**src/rtl/video_color_out_pkg.sv**
```systemverilog
// Shared types and constants for the pixel output stage behind the color RAM.
package gfx_video_pkg;

    localparam int CH_W     = 4;
    localparam int OUT_W    = 8;
    localparam int PIPE_LAT = 3;

    typedef struct packed {
        logic [CH_W-1:0] i;
        logic [CH_W-1:0] r;
        logic [CH_W-1:0] g;
        logic [CH_W-1:0] b;
    } color_word_t;

    // Bar k lights red/green/blue from k[2]/k[1]/k[0] at full intensity.
    function automatic color_word_t bar_word(input logic [2:0] k);
        color_word_t w;
        w.i = {CH_W{1'b1}};
        w.r = {CH_W{k[2]}};
        w.g = {CH_W{k[1]}};
        w.b = {CH_W{k[0]}};
        return w;
    endfunction

endpackage

```
**src/rtl/video_color_out_if.sv**
```systemverilog
// Pixel-side bundle: color word, syncs and strobe in; scaled RGB and aligned syncs out.
interface video_color_out_if;
    import gfx_video_pkg::*;

    logic                 pix_en;
    logic [4*CH_W-1:0]    D;
    logic                 blank_b;
    logic                 hsync_b;
    logic                 vsync_b;
    logic                 test_en;
    logic [OUT_W-1:0]     r;
    logic [OUT_W-1:0]     g;
    logic [OUT_W-1:0]     b;
    logic                 blank_out_b;
    logic                 hsync_out_b;
    logic                 vsync_out_b;

    modport master (
        output pix_en, D, blank_b, hsync_b, vsync_b, test_en,
        input  r, g, b, blank_out_b, hsync_out_b, vsync_out_b
    );

    modport slave (
        input  pix_en, D, blank_b, hsync_b, vsync_b, test_en,
        output r, g, b, blank_out_b, hsync_out_b, vsync_out_b
    );

endinterface

```
**src/rtl/video_color_out_intensity_scale.sv**
```systemverilog
// One channel of intensity scaling: C*(I+1), at most 15*16 = 240 so 8 bits never overflow.
module intensity_scale
    import gfx_video_pkg::*;
(
    input  logic [CH_W-1:0]  c,
    input  logic [CH_W-1:0]  i,
    output logic [OUT_W-1:0] scaled
);

    logic [OUT_W-1:0] c_ext;
    logic [OUT_W-1:0] gain;

    assign c_ext  = {{(OUT_W-CH_W){1'b0}}, c};
    assign gain   = {{(OUT_W-CH_W){1'b0}}, i} + OUT_W'(1);
    assign scaled = c_ext * gain;

endmodule

```
**src/rtl/video_color_out.sv**
```systemverilog
// Three-stage pixel output pipeline: capture, intensity scale, blank; plus color bars and frame count.
module video_color_out
    import gfx_video_pkg::*;
#(
    parameter int BAR_W  = 42,
    parameter int FCNT_W = 16
) (
    input  logic              clk,
    input  logic              rst_b,
    video_color_out_if.slave  vid,
    output logic [FCNT_W-1:0] frame_cnt
);

    // Wide enough to pass the last bar before saturating.
    localparam int HC_W = $clog2(8 * BAR_W) + 1;

    logic [HC_W-1:0]  hcount;
    logic [HC_W-1:0]  bar_q;
    logic [2:0]       bar_k;
    color_word_t      in_word;

    color_word_t      s1_word;
    logic             s1_blank, s1_hs, s1_vs;

    logic [OUT_W-1:0] scaled_r, scaled_g, scaled_b;
    logic [OUT_W-1:0] s2_r, s2_g, s2_b;
    logic             s2_blank, s2_hs, s2_vs;

    logic [OUT_W-1:0] out_r, out_g, out_b;
    logic             out_blank, out_hs, out_vs;
    logic             vs_hist;

    assign bar_q = hcount / HC_W'(BAR_W);

    always_comb begin
        bar_k = bar_q[2:0];
        if (bar_q > HC_W'(7)) begin
            bar_k = 3'd7;
        end
        in_word = vid.test_en ? bar_word(bar_k) : color_word_t'(vid.D);
    end

    intensity_scale u_scale_r (.c(s1_word.r), .i(s1_word.i), .scaled(scaled_r));
    intensity_scale u_scale_g (.c(s1_word.g), .i(s1_word.i), .scaled(scaled_g));
    intensity_scale u_scale_b (.c(s1_word.b), .i(s1_word.i), .scaled(scaled_b));

    always_ff @(posedge clk or negedge rst_b) begin
        if (!rst_b) begin
            hcount    <= '0;
            s1_word   <= '0;
            s1_blank  <= 1'b0;
            s1_hs     <= 1'b1;
            s1_vs     <= 1'b1;
            s2_r      <= '0;
            s2_g      <= '0;
            s2_b      <= '0;
            s2_blank  <= 1'b0;
            s2_hs     <= 1'b1;
            s2_vs     <= 1'b1;
            out_r     <= '0;
            out_g     <= '0;
            out_b     <= '0;
            out_blank <= 1'b0;
            out_hs    <= 1'b1;
            out_vs    <= 1'b1;
            vs_hist   <= 1'b1;
            frame_cnt <= '0;
        end else if (vid.pix_en) begin
            if (!vid.blank_b) begin
                hcount <= '0;
            end else if (hcount != '1) begin
                hcount <= hcount + HC_W'(1);
            end

            s1_word  <= in_word;
            s1_blank <= vid.blank_b;
            s1_hs    <= vid.hsync_b;
            s1_vs    <= vid.vsync_b;

            s2_r     <= scaled_r;
            s2_g     <= scaled_g;
            s2_b     <= scaled_b;
            s2_blank <= s1_blank;
            s2_hs    <= s1_hs;
            s2_vs    <= s1_vs;

            out_r     <= s2_blank ? s2_r : '0;
            out_g     <= s2_blank ? s2_g : '0;
            out_b     <= s2_blank ? s2_b : '0;
            out_blank <= s2_blank;
            out_hs    <= s2_hs;
            out_vs    <= s2_vs;

            // A frame completes when the aligned vsync is seen falling.
            vs_hist <= out_vs;
            if (vs_hist && !out_vs) begin
                frame_cnt <= frame_cnt + FCNT_W'(1);
            end
        end
    end

    assign vid.r           = out_r;
    assign vid.g           = out_g;
    assign vid.b           = out_b;
    assign vid.blank_out_b = out_blank;
    assign vid.hsync_out_b = out_hs;
    assign vid.vsync_out_b = out_vs;

endmodule
```
**src/flat_wrapper.sv**
```systemverilog
// flat-port wrapper written by rule: the top's interface ports become plain ports
module video_color_out_flat import gfx_video_pkg::*;
#(
    parameter int BAR_W  = 42,
    parameter int FCNT_W = 16
)
  (clk, rst_b, frame_cnt, vid_pix_en, vid_D, vid_blank_b, vid_hsync_b, vid_vsync_b, vid_test_en, vid_r, vid_g, vid_b, vid_blank_out_b, vid_hsync_out_b, vid_vsync_out_b);
  video_color_out_if vid_i ();
  input  logic clk;
  input  logic rst_b;
  output logic [FCNT_W-1:0] frame_cnt;
  input wire logic [$bits(vid_i.pix_en)-1:0] vid_pix_en;
  input wire logic [$bits(vid_i.D)-1:0] vid_D;
  input wire logic [$bits(vid_i.blank_b)-1:0] vid_blank_b;
  input wire logic [$bits(vid_i.hsync_b)-1:0] vid_hsync_b;
  input wire logic [$bits(vid_i.vsync_b)-1:0] vid_vsync_b;
  input wire logic [$bits(vid_i.test_en)-1:0] vid_test_en;
  output wire logic [$bits(vid_i.r)-1:0] vid_r;
  output wire logic [$bits(vid_i.g)-1:0] vid_g;
  output wire logic [$bits(vid_i.b)-1:0] vid_b;
  output wire logic [$bits(vid_i.blank_out_b)-1:0] vid_blank_out_b;
  output wire logic [$bits(vid_i.hsync_out_b)-1:0] vid_hsync_out_b;
  output wire logic [$bits(vid_i.vsync_out_b)-1:0] vid_vsync_out_b;
  assign vid_i.pix_en = vid_pix_en;
  assign vid_i.D = vid_D;
  assign vid_i.blank_b = vid_blank_b;
  assign vid_i.hsync_b = vid_hsync_b;
  assign vid_i.vsync_b = vid_vsync_b;
  assign vid_i.test_en = vid_test_en;
  assign vid_r = vid_i.r;
  assign vid_g = vid_i.g;
  assign vid_b = vid_i.b;
  assign vid_blank_out_b = vid_i.blank_out_b;
  assign vid_hsync_out_b = vid_i.hsync_out_b;
  assign vid_vsync_out_b = vid_i.vsync_out_b;
  video_color_out #(.BAR_W(BAR_W), .FCNT_W(FCNT_W)) u_core (.clk(clk), .rst_b(rst_b), .vid(vid_i), .frame_cnt(frame_cnt));
endmodule
```
**config.mk**
```make
export PLATFORM = sky130hd
export DESIGN_NAME = video_color_out_flat
export DESIGN_NICKNAME = d
export VERILOG_FILES = /design/src/rtl/video_color_out_pkg.sv /design/src/rtl/video_color_out_if.sv /design/src/rtl/video_color_out_intensity_scale.sv /design/src/rtl/video_color_out.sv /design/src/flat_wrapper.sv
export SDC_FILE = /design/constraint.sdc
export NUM_CORES = 1
export LEC_CHECK = 0
export ABC_CLOCK_PERIOD_IN_PS = 3700
export BUFFER_PORTS_ARGS = -buffer_cell sky130_fd_sc_hd__buf_2
export CAP_MARGIN = 20
export CORE_MARGIN = 2
export CORE_UTILIZATION = 55
export CTS_CLUSTER_SIZE = 30
export DETAILED_ROUTE_END_ITERATION = 8
export HOLD_SLACK_MARGIN = 0.05
export PLACE_DENSITY = 0.76
export SLEW_MARGIN = 25
export SYNTH_ARGS = -nofsm -noshare
export SYNTH_HDL_FRONTEND = slang
export SYNTH_HIERARCHICAL = 1
export SYNTH_SLANG_ARGS = --single-unit
```
**constraint.sdc**
```tcl
create_clock -name clk -period 3.7 [get_ports clk]
set_clock_uncertainty 0.1 [all_clocks]
set_input_delay 0.74 -clock clk [delete_from_list [all_inputs] [get_ports clk]]
set_output_delay 0.74 -clock clk [all_outputs]
set_load 0.02 [all_outputs]
```
**Word level (Yosys, flattened, before mapping)**

Index checks and enable logic that the tools add are counted.
Widths: inputs -> output; s select.

- Logic and storage cells: 43
- Input port bits: 23
- Bits in latches: 0
- Memory bits (read-only): 0
- Register bits: 100
- Memories kept: 0
- Memory bits (writable): 0
- Output and inout port bits: 43

- $mul: 3
- Reduce and logical (&&, ||, !) cells: 4
- Bitwise gates (word level): 0
- $lt $le $gt $ge: 1
- Equal/unequal tests: 2
- Divide/modulo/power cells: 1
- Multiplexer cells: 7
- Add/subtract/negate cells: 3
- Shift-type cells: 0

Operator list:

| kind | number |
|---|---|
| $mul 4x8->8 | 3 |
| $mux 8 | 3 |
| $mux 10 | 2 |
| $add 16x1->16 const B | 1 |
| $mux 16 | 1 |
| $add 10x1->10 const B | 1 |
| $div 10x6->10 const B | 1 |
| $gt 10x3->1 const B | 1 |
| $ne 10x10->1 const B | 1 |
| $add 4x1->5 const B | 1 |
| $reduce_and 2->1 | 2 |
| $mux 3 | 1 |
| $ne 2x1->1 const B | 1 |
| $logic_and 1x1->1 | 1 |
| $logic_not 1->1 | 1 |

**Logic depth before layout (Yosys ltp)**

Gate-level depths: netlist of the first run.

- Word-level depth: 4
- Depth in mapped cells: 13
- Mapped depth without buffers: 13

**Cells and area by module**

The synthesis of the first run kept the hierarchy.

Modules (own cells, without submodules):

| module | area an instance (sq um) | instances | cells an instance | seq. area each (sq um) |
|---|---|---|---|---|
| video_color_out | 5222.5 | 1 | 518 | 2511.2 |
| intensity_scale at u_core.u_scale_b ... | 545.5 | 2 | 60 | 0.0 |
| intensity_scale at u_core.u_scale_r | 546.8 | 1 | 60 | 0.0 |

**Worst setup path before layout of the first run**

No wires, ideal clock.

- Kind: register -> register
- From: register u_core/s1_word[12] in the netlist's numbering
- To: register u_core.s2_b[7]
- Slack: 0.222 ns
- Data required time: 3.475 ns
- Period minus slack after synthesis: 3.478 ns
- Data arrival time: 3.253 ns
- Buffers on the path: 0
- Setup time: 0.125 ns
- Cell stages (with the launch flop): 13
- Path through: dfrtp_1 > ha_1 > xor2_1 > nand2_1 > fa_1 > inv_1 > fa_1 > ha_1 > a211oi_1 > o21bai_1 > a21oi_2 > xnor2_1 > mux2_2

- Cells in the longest elaborated chain, start to end: 2

RTL lines:

| element | line | text |
|---|---|---|
| start, declared | video_color_out.sv:22 | `color_word_t s1_word;` |
| start signal, assigned | video_color_out.sv:75 | `s1_word <= in_word;` |
| $add 4x1->5 | video_color_out_intensity_scale.sv:14 | `assign gain = {{(OUT_W-CH_W){1'b0}}, i} + OUT_W'(1);` |
| $mul 4x8->8 | video_color_out_intensity_scale.sv:15 | `assign scaled = c_ext * gain;` |
| named net u_core.scaled_b[7] | video_color_out.sv:25 | `logic [OUT_W-1:0] scaled_r, scaled_g, scaled_b;` |
| end signal, assigned | video_color_out.sv:82 | `s2_b <= scaled_b;` |
| end, declared | video_color_out.sv:26 | `logic [OUT_W-1:0] s2_r, s2_g, s2_b;` |

The timed path passes the listed nets, and every way through them passes these cells.
A chain may end at the register's enable or synchronous reset.

**Worst setup path in the final report of the first run**

Same ends and word-level chain as after synthesis.

==> metrics.md, run 1 <==
| Metric | Value |
|---|---|
| Status | finished, final reports clean |
| Ys Warns | 6 |
| Nets | ~840 |
| Most frequent cells in the layout | dfrtp_1, buf_2, inv_1, nor2_1, ha_1 |
| Syn_area_per_cell | between 9 and 10 um^2 |
| Crit path DAT | 3.67 ns |
| Clk root buf | clkbuf_16 |
| CP max stage delay | ~0.53 ns |
| CTS max path bufs | 2 |
| Die Ht | 116 um |
| Avg WL per Cell | between 15 and 20 um |
| Fillers | slightly below 1,000 |
| Hold Vio Cnt, Final | 0 |
| Final setup viols | 0 |
| Sinks on Clock Net | 100 |
| Commonest non-fill, non-tap cell in the layout | dfrtp_1 |
| Crit start category | register |
| Reg clk slew, reported paths | about 0.07 ns |
| Power Density | between 400 and 500 nW/um^2 |
| Initial Utilization | between 50 and 60% |
| Routed Antenna Nets | 0 |
| Number of synthesized flops with an enable pin | 0 |
| Critical-path maximum fanout | 9 |
| Remaining Overflow, GRT | 0 |
| Max cap viols | 0 |
| Unique cell type count in the Yosys netlist | 79 |
| Final period util | a little over nine tenths |
| Port buffer count | 65 |
| Die area | approximately 13,000 um^2 |
| Final wirelength | ~15 mm |
| Final HPWL DP | 10.6 mm |
| DRC | 0 |
| Hold Path Class | input pin to async pin |
| Sequential cell area | 2510 um^2 |
| WS Path Type | register to register |
| H-tree levels | 3 |
| # hold bufs at CTS | 0 |
| Largest net degree at the start of global routing | 70 |
| Seq/Total Area, Yosys | approximately 37% |
| # diodes | 0 |
| Initial antenna violation count | 0 |
| Setup crit end kind | register |
| #FFs+latches synth | 100 |
| Primary FF master, synth | dfrtp_1 |
| Area of the core | between 10,000 and 15,000 um^2 |
| Pins Over Slew Limit | 0 |
| Global-route wire length before repair | 24.8 mm |
| P&R area growth vs syn | 11.9% |
| Max transition margin | 35.1% |
| CTS Buf Count | 9 |
| Total negative slack | 0 ns |
| Critical path's slowest cell | fa_1 |
| Finished Core Util | ~63% |
| P_leak | between 3 and 4 nW |
| Minimum clock period | ~3.5 ns |
| I/O pin count | 66 |
| CP required | roughly 3.8 ns |
| Drt via density | between 5 and 6 |
| DR pass1 iterations | 5 |
| FFs w/ async S/R, synth | 100% |
| Skew-Pair Late Insertion Delay | ~0.35 ns |
| Syn Inst Count | 698 |
| CTS tree | yes |
| Die X | around 120 um |
| Synth Cell Area | 6860 um^2 |
| Number of global-route vias before repair | 5,218 |
| Cell Chain, Critical Path | ha_1 > xor2_2 > and2_1 > fa_1 > inv_1 > fa_1 > inv_1 > ha_1 > a211oi_1 > o21bai_1 > a21oi_2 > xnor2_1 > mux2_2 |
| Worst r2r path cells | 13 |
| Pre-CTS setup slack | around 0.048 ns |
| Syn nets | around 780 |
| Fmax | roughly 280 MHz |
| Final worst setup slack | ~0.16 ns |
| 1st-iter DRT viols | between 300 and 400 |
| Multi-input gate area | 4030 um^2 |
| Worst vdd ir | between 200 and 250 uV |
| Row cnt | 40 |
| Routability congestion estimate | approximately 0.86 |
| Least-Margin Pin Slew | between 0.9 and 1 ns |
| Layout cells sized above 1 | 24.3% |
| Total track usage | between 20% and 30% |
| Vias after detailed routing | 5,156 |
[per-stage QoR]
step,hold slack (ns),power [W],instances,area (um^2)
after floorplan,0.344,0.00238,698,6860
after global placement,0.356,0.00267,910,7330
after detailed placement,0.387,0.00274,910,7330
after CTS,0.383,0.00368,926,7630
after global routing,0.416,0.00392,928,7680
final,0.365,0.00366,928,7680
[final timing paths]
check / start / to / slack, ns
max reg2reg: u_core/s1_word[12]$_DFFE_PN0P_ / u_core/s2_b[7]$_DFFE_PN0P_ / 0.16
min reg2reg: u_core/frame_cnt[13]$_DFFE_PN0P_ / u_core/frame_cnt[13]$_DFFE_PN0P_ / 0.39
max in group asynchronous: rst_b / u_core/vid.vsync_out_b$_DFFE_PN1P_ / 2.40
min in group clk: u_core/frame_cnt[13]$_DFFE_PN0P_ / u_core/frame_cnt[13]$_DFFE_PN0P_ / 0.39
max: u_core/s1_word[12]$_DFFE_PN0P_ / u_core/s2_b[7]$_DFFE_PN0P_ / 0.16
min: rst_b / u_core/vid.g[0]$_DFFE_PN0P_ / 0.37
[metal layers]
metal  routed length [um]  global-route usage [%]  part of all wire [%]  up-vias
li1                     -                       -                     -     2538
met1                 6680                    30.3                    46     2519
met2                 7330                    39.7                    50       84
met3                  335                    3.82                   2.3       15
met4                  182                    5.63                   1.3        0
met5                    0                       0                     0        -
[cell type report]
class | instances | share of cell area (%)
clock buffer | 10 | 3.11
clock inverter | 6 | 0.766
inverter | 45 | 2.20
multi-input combinational | 519 | 52.5
sequential | 100 | 32.7
tap | 168 | 2.74
timing repair buffer | 80 | 5.93
[worst max-delay path: cells and delay by family (launching register included)]
kind	cells	cell delay [ns]
AND/OR/NAND/NOR	1	0.20
buffers and inverters	2	0.09
multiplexers	1	0.26
XOR/XNOR	2	0.28
AO/OA/AOI/OAI	3	0.51
flip-flops	1	0.46
adder cells (fa/ha/maj)	4	1.52
[power by group]
part / leakage [nW] / internal (W) / switching (W) / total, W
Combinational: 2.16 / 0.000561 / 0.000657 / 0.00122
Sequential: 1.26 / 0.00133 / 0.000180 / 0.00151
Clock: 0.148 / 0.000489 / 0.000441 / 0.000930
[what timing repair did]
action / CTS / global route
buffers inserted: 0 / 2
resized for setup: 0 / 8
setup endpoints to repair: 0 / 6
[flip-flops by register name (all words and copies together), names as in the netlist]
name,count
u_core/frame_cnt,16
u_core/hcount,10
u_core/s1_blank,1
u_core/s1_hs,1
u_core/s1_vs,1
u_core/s1_word,16
u_core/s2_b,8
u_core/s2_blank,1
u_core/s2_g,8
u_core/s2_hs,1
u_core/s2_r,8
u_core/s2_vs,1
u_core/vid.b,8
u_core/vid.blank_out_b,1
u_core/vid.g,8
u_core/vid.hsync_out_b,1
u_core/vid.r,8
u_core/vid.vsync_out_b,1
u_core/vs_hist,1
[logic make-up after synthesis]
logic type / share of synthesized area (%)
AO/OA/AOI/OAI: 15.6
XOR/XNOR: 6.37
adder cells (fa/ha/maj): 13.1
buffers and inverters: 5.12
flip-flops: 36.6
multiplexers: 6.51
AND/OR/NAND/NOR: 16.7
[Yosys cell counts, drive strengths merged, types with 2 or more instances]
cell	instances	share of area, %
a21o	9	1.1
o21ai	53	4.0
nor3	11	0.80
nor4	2	0.18
o22a	4	0.51
o211ai	4	0.44
a22oi	3	0.60
nor2b	27	2.5
or3	2	0.18
nand4	6	0.55
and2	28	2.7
o32ai	2	0.26
a211oi	13	1.7
nand3	37	2.7
clkbuf	19	1.1
o21bai	3	0.33
o31a	3	0.38
xnor2	29	3.8
nand2b	3	0.27
nand2	39	2.2
o21a	4	0.44
buf	15	1.6
mux2	35	5.7
ha	42	7.7
fa	18	5.3
xor2	20	2.6
o31ai	5	0.55
nor2	45	2.5
and3	9	1.1
a31oi	6	0.64
a21oi	26	2.1
mux2i	4	0.77
dfrtp	93	34
inv	45	2.5
and2b	5	0.58
or2	2	0.18
dfstp	7	2.7
Power figures use the tool's default switching activity.
==> run 2: changes to the inputs <==
- PLACE_DENSITY: 0.76 -> 0.82
==> metrics.md, run 2 (synthesized netlist as in run 1, its figures left out) <==
| Metric | Value |
|---|---|
| GR peak layer | met2 |
| I/O pin count | between 60 and 70 |
| Worst vdd ir | roughly 210 uV |
| DRC | 0 |
| Max transition margin | 32.2% |
| Final HPWL DP | 10.9 mm |
| Drt via density | 5.85 |
| Reg clk slew, reported paths | around 0.070 ns |
| Crit path DAT | approximately 3.8 ns |
| Nets | 839 |
| Minimum clock period | between 3 and 4 ns |
| Sinks on Clock Net | 100 |
| WS Path Type | register to register |
| CP required | 3.83 ns |
| Initial Utilization | between 50% and 60% |
| Area of the core | 12,100 um^2 |
| Final total power | around 0.0037 W |
| CTS tree | yes |
| Die area | approximately 13,000 um^2 |
| P_leak | around 3.6 nW |
| Routability congestion estimate | approximately 0.94 |
| CTS max path bufs | 2 |
| Largest net degree at the start of global routing | 100 |
| Global-route wire length before repair | approximately 25 mm |
| Pre-CTS setup slack | slightly below 0.05 ns |
| Critical-path maximum fanout | 7 |
| R2R Setup Slk | 0.02 ns |
| Die X | roughly 120 um |
| 1st-iter DRT viols | roughly 470 |
| Port buffer count | 65 |
| Layout cells sized above 1 | between 20% and 30% |
| Setup crit end kind | register |
| P&R area growth vs syn | 11.9% |
| Routed Antenna Nets | 0 |
| Worst r2r path cells | 13 |
| Avg WL per Cell | between 15 and 20 um |
| Vias after detailed routing | approximately 5,400 |
| Largest regs | u_core/frame_cnt (16), u_core/s1_word (16), u_core/hcount (10) |
| Met3 Usage GRT | 3.45% |
| Finished Core Util | 63.4% |
| Die Ht | about 120 um |
| Final setup viols | 0 |
| Initial antenna violation count | 0 |
| CP Launch Point | u_core/s1_word[12]$_DFFE_PN0P_ |
| Hold Path Class | input pin to async pin |
| Power Density | 485 nW/um^2 |
| GRT met2 Usage | between 40% and 50% |
| Reg-to-Reg Start | u_core/s1_word[12]$_DFFE_PN0P_ |
| Number of global-route vias before repair | 5,389 |
| Skew-Pair Late Insertion Delay | 0.35 ns |
| H-tree levels | 3 |
| Fmax | between 200 and 300 MHz |
| Most frequent cells in the layout | dfrtp_1, buf_2, inv_1, nor2_1, ha_1 |
| GR Util met1 | about 29% |
| Final worst setup slack | between 0.02 and 0.025 ns |
| # diodes | 0 |
| Commonest non-fill, non-tap cell in the layout | dfrtp_1 |
| Crit start category | register |
| Hold Vio Cnt, Final | 0 |
| Total track usage | 23.6% |
| Final period util | between 90% and 100% |
| Max cap viols | 0 |
| Status | finished, final reports clean |
| DR pass1 iterations | 8 |
| Final wirelength | ~16 mm |
| CTS Buf Count | 9 |
| Total negative slack | 0 ns |
| Remaining Overflow, GRT | 0 |
| Least-Margin Pin Slew | just over 1 ns |
| Row cnt | 40 |
| Clk root buf | clkbuf_16 |
| Pins Over Slew Limit | 0 |
| Fillers | 961 |
## run 2: metrics by stage
stage	cells	hold slack (ns)	area [um^2]
6_report	929	0.321	7680
5_1_grt	929	0.383	7680
4_1_cts	928	0.352	7630
3_5_place_dp	912	0.358	7330
3_3_place_gp	912	0.354	7330
2_1_floorplan	698	0.344	6860
## run 2: final cells by class
cell class / instances / area [um^2] / area share, %
clock buffers: 10 / 239 / 3.11
well taps: 168 / 210 / 2.74
repair buffers: 81 / 450 / 5.87
inverters: 45 / 169 / 2.20
clock inverters: 6 / 57.6 / 0.750
multi-input cells: 519 / 4040 / 52.6
flip-flops and latches: 100 / 2510 / 32.8
## run 2: worst paths after layout
kind	end
min in group clk	u_core/frame_cnt[15]$_DFFE_PN0P_
worst min register to register	u_core/frame_cnt[15]$_DFFE_PN0P_
max in group asynchronous	u_core/s1_vs$_DFFE_PN1P_
worst max-delay path	u_core/s2_r[7]$_DFFE_PN0P_
worst min-delay path	u_core/vid.b[2]$_DFFE_PN0P_
worst max register to register	u_core/s2_r[7]$_DFFE_PN0P_
## run 2: critical path, stage by stage, from the launching register on
cell and delay [ns]:
dfrtp_2 0.46, ha_1 0.28, xor2_2 0.18, and2_1 0.19, fa_1 0.50, inv_1 0.05, fa_1 0.54, inv_1 0.05
ha_1 0.37, o21ai_1 0.17, o21bai_1 0.12, a21oi_2 0.22, xnor2_1 0.09, mux2_2 0.26
## run 2: layer usage
metal,vias to the layer above,part of all wire (%)
met5,-,0
met4,0,2.1
met2,196,51
met1,2667,42
li1,2540,-
met3,31,4.5
## run 2: repair_timing
action / CTS / global route
hold buffers: 0 / 0
setup endpoints to repair: 1 / 6
cloned: 0 / 0
hold endpoints to repair: 0 / 0
buffers inserted: 0 / 1
pin swaps: 0 / 1
resized for setup: 1 / 9
## run 2: power by group
group / internal, W / switching [W]
clock network: 0.000489 / 0.000441
logic: 0.000572 / 0.000707
registers: 0.00133 / 0.000182
